### src/rtl/serial_adder.sv
// -----------------------------------------------------------------------------
// serial_adder
//   Bit-serial adder/subtractor. One operand bit pair is combined per clock,
//   LSB first, through a full-adder cell (the half-adder cell extended with a
//   carry-in). A start/busy/done handshake frames each operation.
//
//   Subtraction is done as A + ~B + 1, so for subtraction C is the
//   "not-borrow" flag (1 when A >= B).
//
// Parameters
//   WIDTH   operand/result width in bits (>= 1)
//
// Ports
//   clk     rising-edge clock
//   rst     synchronous, active-high reset (overrides start)
//   start   request; sampled only when ready (idle or done cycle)
//   op_sub  0: A+B+CIN, 1: A-B (CIN ignored); sampled with start
//   A, B    operands; sampled with start
//   CIN     carry-in for add; sampled with start
//   busy    high while bits are being processed (exactly WIDTH cycles)
//   done    one-cycle pulse; S/C are valid from this cycle on
//   S       result modulo 2^WIDTH, held until the next completed operation
//   C       carry-out (add) / not-borrow (sub), held with S
// -----------------------------------------------------------------------------
module serial_adder #(
   parameter int WIDTH = 8
) (
   input  logic             clk,
   input  logic             rst,
   input  logic             start,
   input  logic             op_sub,
   input  logic [WIDTH-1:0] A,
   input  logic [WIDTH-1:0] B,
   input  logic             CIN,
   output logic             busy,
   output logic             done,
   output logic [WIDTH-1:0] S,
   output logic             C
);

   // A 1-bit counter is kept even for WIDTH=1 so the vector is never empty.
   localparam int CNT_W = (WIDTH > 1) ? $clog2(WIDTH) : 1;
   localparam logic [CNT_W-1:0] CNT_ZERO = CNT_W'(0);
   localparam logic [CNT_W-1:0] CNT_ONE  = CNT_W'(1);
   localparam logic [CNT_W-1:0] CNT_LAST = CNT_W'(WIDTH - 1);

   typedef enum logic [1:0] {
      ST_IDLE = 2'd0,
      ST_RUN  = 2'd1,
      ST_DONE = 2'd2
   } state_t;

   // Sum output of the full-adder cell.
   function automatic logic fa_sum(input logic x, input logic y, input logic z);
      fa_sum = x ^ y ^ z;
   endfunction

   // Carry output of the full-adder cell (majority of the three inputs).
   function automatic logic fa_carry(input logic x, input logic y, input logic z);
      fa_carry = (x & y) | (x & z) | (y & z);
   endfunction

   state_t           state_r;
   state_t           next_state_s;
   logic             accept_s;
   logic             last_bit_s;

   logic [WIDTH-1:0] a_sh_r;
   logic [WIDTH-1:0] b_sh_r;
   logic             carry_r;
   logic [CNT_W-1:0] cnt_r;
   logic [WIDTH-1:0] res_r;

   logic             sum_bit_s;
   logic             carry_next_s;
   logic [WIDTH-1:0] res_next_s;

   logic             busy_r;
   logic             done_r;
   logic [WIDTH-1:0] s_r;
   logic             c_r;

   assign busy = busy_r;
   assign done = done_r;
   assign S    = s_r;
   assign C    = c_r;

   // Last bit is being processed when the counter reaches WIDTH-1 in RUN.
   assign last_bit_s = (state_r == ST_RUN) && (cnt_r == CNT_LAST);

   // Next-state logic and accept decode; start is only honoured when ready.
   always_comb begin
      next_state_s = state_r;
      accept_s     = 1'b0;
      case (state_r)
         ST_IDLE: begin
            if (start) begin
               next_state_s = ST_RUN;
               accept_s     = 1'b1;
            end else begin
               next_state_s = ST_IDLE;
            end
         end
         ST_RUN: begin
            if (last_bit_s) begin
               next_state_s = ST_DONE;
            end else begin
               next_state_s = ST_RUN;
            end
         end
         ST_DONE: begin
            // Back-to-back accept: a start in the done cycle goes straight to RUN.
            if (start) begin
               next_state_s = ST_RUN;
               accept_s     = 1'b1;
            end else begin
               next_state_s = ST_IDLE;
            end
         end
         default: begin
            next_state_s = ST_IDLE;
            accept_s     = 1'b0;
         end
      endcase
   end

   // One full-adder step on the current LSBs; the new sum bit enters the
   // result at the MSB so that after WIDTH steps the result is aligned.
   always_comb begin
      sum_bit_s                = fa_sum(a_sh_r[0], b_sh_r[0], carry_r);
      carry_next_s             = fa_carry(a_sh_r[0], b_sh_r[0], carry_r);
      res_next_s               = res_r >> 1'b1;
      res_next_s[WIDTH-1]      = sum_bit_s;
   end

   // State register plus registered busy/done flags derived from the next state.
   always_ff @(posedge clk) begin
      if (rst) begin
         state_r <= ST_IDLE;
         busy_r  <= 1'b0;
         done_r  <= 1'b0;
      end else begin
         state_r <= next_state_s;
         busy_r  <= (next_state_s == ST_RUN);
         done_r  <= (next_state_s == ST_DONE);
      end
   end

   // Operand shift registers, carry, bit counter and partial result.
   always_ff @(posedge clk) begin
      if (rst) begin
         a_sh_r  <= '0;
         b_sh_r  <= '0;
         carry_r <= 1'b0;
         cnt_r   <= CNT_ZERO;
         res_r   <= '0;
      end else if (accept_s) begin
         // Subtraction is A + ~B + 1: invert B and force the initial carry.
         a_sh_r  <= A;
         b_sh_r  <= op_sub ? ~B : B;
         carry_r <= op_sub ? 1'b1 : CIN;
         cnt_r   <= CNT_ZERO;
         res_r   <= '0;
      end else if (state_r == ST_RUN) begin
         a_sh_r  <= a_sh_r >> 1'b1;
         b_sh_r  <= b_sh_r >> 1'b1;
         carry_r <= carry_next_s;
         cnt_r   <= cnt_r + CNT_ONE;
         res_r   <= res_next_s;
      end else begin
         a_sh_r  <= a_sh_r;
         b_sh_r  <= b_sh_r;
         carry_r <= carry_r;
         cnt_r   <= cnt_r;
         res_r   <= res_r;
      end
   end

   // Visible result: updated only on the final bit, so partial sums never
   // appear on S/C while RUN is in progress.
   always_ff @(posedge clk) begin
      if (rst) begin
         s_r <= '0;
         c_r <= 1'b0;
      end else if (last_bit_s) begin
         s_r <= res_next_s;
         c_r <= carry_next_s;
      end else begin
         s_r <= s_r;
         c_r <= c_r;
      end
   end

endmodule

### config.mk
export PLATFORM = sky130hd
export DESIGN_NAME = serial_adder
export DESIGN_NICKNAME = d
export VERILOG_FILES = /design/src/rtl/serial_adder.sv
export SDC_FILE = /design/constraint.sdc
export NUM_CORES = 1
export LEC_CHECK = 0
export CAP_MARGIN = 10
export CORE_ASPECT_RATIO = 1.25
export CORE_UTILIZATION = 54
export DETAILED_ROUTE_END_ITERATION = 10
export GPL_ROUTABILITY_DRIVEN = 0
export PLACE_DENSITY_LB_ADDON = 0.2
export SLEW_MARGIN = 15
export SYNTH_ARGS = -nofsm -noshare
export SYNTH_HDL_FRONTEND = slang
export SYNTH_SLANG_ARGS = --single-unit
### constraint.sdc
create_clock -name clk -period 2.7 [get_ports clk]
set_input_delay 0.27 -clock clk [delete_from_list [all_inputs] [get_ports clk]]
set_output_delay 0.27 -clock clk [all_outputs]
set_load 0.03 [all_outputs]
==> summary.txt <==
Post-synth EDFFs -> 0
Core Rows -> 22
MaxCap Viol Count -> 0
Worst path depth -> 5
Reg2Reg Capture Point -> S[3]$_SDFFE_PP0P_
Crit path launch type -> flop
Post-placement cell count -> 243
Fin area -> 0.001968 mm2
Fin. Hold Viols -> 0
Die width -> 51.41 um
Hold crit path type -> reg -> reg
Switching pwr -> 0.2797 mW
Via density -> 5.596
Worst hold start -> S[5]$_SDFFE_PP0P_
Initial DRC Count -> 33
Vias in the first global route -> 1393
Pre-CTS setup slack -> 999.9 ps
Setup TNS -> 0 ps
Antenna fix cells -> 0
Most common cell after layout, fill and taps aside -> dfxtp_1
Detailed Routing Iterations Pass 1 -> 4
CP bufs+invs -> 0
Clk buf depth -> 2
Tot GR Track Use -> 22.41%
Crit-path cells -> ha_1 > ha_1 > nand3b_1 > nand2_1 > a21oi_1
Status -> completed
Combinational power share -> 13.4%
Area delta synth->final -> 19.44%
Vias -> 1399
Yosys cell types -> 25
Core area -> 0.002918 mm2
Switching part of the total -> 25.14%
Critical path's largest stage delay -> 400 ps
Worst slew margin -> 35.83%
Most used cell, CP -> ha_1
WL met2 -> 1818 um
Core Util, Final -> 67.45%
Dpl cell area -> 0.001903 mm2
DIE HEIGHT -> 63.76 um
Critical path data arrival time -> 1920 ps
Worst vdd ir -> 0.4834 mV
CTS root buf -> clkbuf_4
DRC errors left -> 0
Total wire length -> 3315 um
HPWL after detailed placement -> 2296 um
Setup Crit Path Kind -> reg -> reg
Later-pin clock latency in the skew report -> 340 ps
Slew Viols, Final -> 0
Syn nets -> 215
Slew @ Worst Pin -> 962.5 ps
Final period utilization -> 63.18%
Antenna viol nets, final -> 0
Sequential power share -> 56.9%
Final setup margin -> 994.0 ps
Post-detailed-route wirelength per cell -> 13.26 um
FF+latch count, synth -> 40
CTS Hold Bufs -> 0
GR Overflow Total -> 0
Ys async rst share -> 0%
Final net count -> 238
Final setup fails -> 0
Share of layout cells above drive strength 1 -> 4.673%
Fmax -> 586.2 MHz
IO Pins -> 32
Largest net degree at the start of global routing -> 27
CP max stage cell -> nand3b_1
Setup Skew -> 9.595 ps
Initial antenna violation count -> 0
Synthesized area -> 0.001648 mm2
IO Port Bufs -> 31
Syn Area/Cell -> 8.627 um2
CTS tree -> yes
RSZ-0062 raised after global routing -> no
Total CTS buffers -> 5
Internal power -> 0.8328 mW
Critical Path RT -> 2910 ps
Pwr/cell area -> 565.3 mW/mm2
Crit Reg-Reg Startpoint -> cnt_r[0]$_SDFFE_PP0P_
Post CTS Setup Buffer Count -> 0
Crit path max-delay family -> simple AND/OR/NAND/NOR gates
First-pass GRT wire length -> 5589 um
Cells after Synth -> 191
Initial Util -> 56.48%
Dominant synthesized flop cell -> dfxtp_1
Most frequent cells in the layout -> dfxtp_1 (40), nand2_1 (39), clkdlybuf4s50_1 (31)
Flop2flop setup slack -> 990 ps
Hold path cells -> 2
Yosys warns -> 0
Pleak -> 0.6897 nW
Met1 Wirelength -> 1305 um
Register area share after synthesis -> 48.60%
Finished Layout Cells -> 250
Clock sink count -> 40
Period minus WS final -> 1706 ps
Met3 wire len -> 126 um
# resized after CTS -> 0
Top routing layer in use -> met4
Clock share of power -> 29.7%
Die Area -> 0.003278 mm2
H-Tree Depth -> 2
Crit path max fanout -> 11
WHS Endpoint -> S[5]$_SDFFE_PP0P_
Reg2Reg Depth -> 5
Crit. End Element -> flop
Reg clk slew, reported paths -> 110 ps
==> cell families (layout without fill, tap and decap cells) <==
logic type                 Yosys count  count (layout)  share of synthesized area, %
AOI/OAI and AO/OA                   41              41                         14.88
xor gates and xnor gates             9               9                         4.784
adders and majority gates            3               3                         2.733
buffers and inverters               17              40                         6.986
DFF                                 40              40                         48.60
muxes                                1               1                        0.6075
and+or+nand+nor                     80              80                         21.41
==> cell type report <==
type / count / area, um2
Clock buffer: 7 / 65.06
Timing Repair Buffer: 33 / 325.3
Multi-Input combinational cell: 134 / 732.0
Fill cell: 266 / 949.7
Tap cell: 36 / 45.04
Sequential cell: 40 / 800.8
==> flip-flops by register name (all words and copies together) (netlist names) <==
| register | flops |
|---|---|
| S | 8 |
| done | 1 |
| C | 1 |
| state_r | 2 |
| carry_r | 1 |
| res_r | 7 |
| cnt_r | 3 |
| b_sh_r | 8 |
| a_sh_r | 8 |
| busy | 1 |
==> per-stage QoR <==
stage,hold WS (ps),power (mW)
after floorplan,436.6,0.7547
after global placement,443.2,0.7870
after detailed placement,446.1,0.7936
after CTS,460.7,1.116
after global routing,482.7,1.156
final,459.9,1.113
==> worst min-delay path, stage by stage (launching register included) <==
cell and delay [ps]:
dfxtp_1 320, nand2_1 50, a21oi_1 50
==> how the worst max path moves through the flow <==
stage,start,slack (ps),endpoint
6_report,cnt_r[0]$_SDFFE_PP0P_,990,S[3]$_SDFFE_PP0P_
5_1_grt,cnt_r[0]$_SDFFE_PP0P_,830,S[0]$_SDFFE_PP0P_
4_1_cts,cnt_r[0]$_SDFFE_PP0P_,1010,S[1]$_SDFFE_PP0P_
3_5_place_dp,start,1000,cnt_r[1]$_SDFFE_PP0P_
3_3_place_gp,start,1060,cnt_r[0]$_SDFFE_PP0P_
2_1_floorplan,cnt_r[0]$_SDFFE_PP0P_,1400,S[7]$_SDFFE_PP0P_
==> per-layer routing <==
metal  vias to the layer above  global-route usage (%)
met5                         -                       0
met4                         0                   6.419
met3                         8                   7.143
met2                        32                   41.07
met1                       662                   23.72
li1                        697                       -
==> synth_stat cells (2+ instances only) <==
master / instances / area, um2
nand3_1: 16 / 80.08
nor2_1: 10 / 37.54
xor2_1: 8 / 70.07
buf_6: 4 / 45.04
a311oi_1: 5 / 43.79
buf_2: 2 / 10.01
a22oi_1: 5 / 37.54
nand2_1: 39 / 146.4
o22ai_1: 4 / 25.02
buf_4: 5 / 37.54
and2b_1: 2 / 15.01
nand2b_1: 2 / 12.51
clkbuf_1: 6 / 22.52
dfxtp_1: 40 / 800.8
ha_1: 2 / 25.02
a21oi_1: 24 / 120.1
nor3_1: 9 / 45.04
==> power by group through the flow <==
stage / combinational (mW) / clock, mW / sequential, mW
final: 0.149 / 0.330 / 0.633
after floorplan: 0.110 / 0 / 0.645
after global placement: 0.142 / 0 / 0.645
after CTS: 0.149 / 0.334 / 0.633
after detailed placement: 0.147 / 0 / 0.646
after global routing: 0.165 / 0.355 / 0.636
Power figures use the tool's default switching activity.
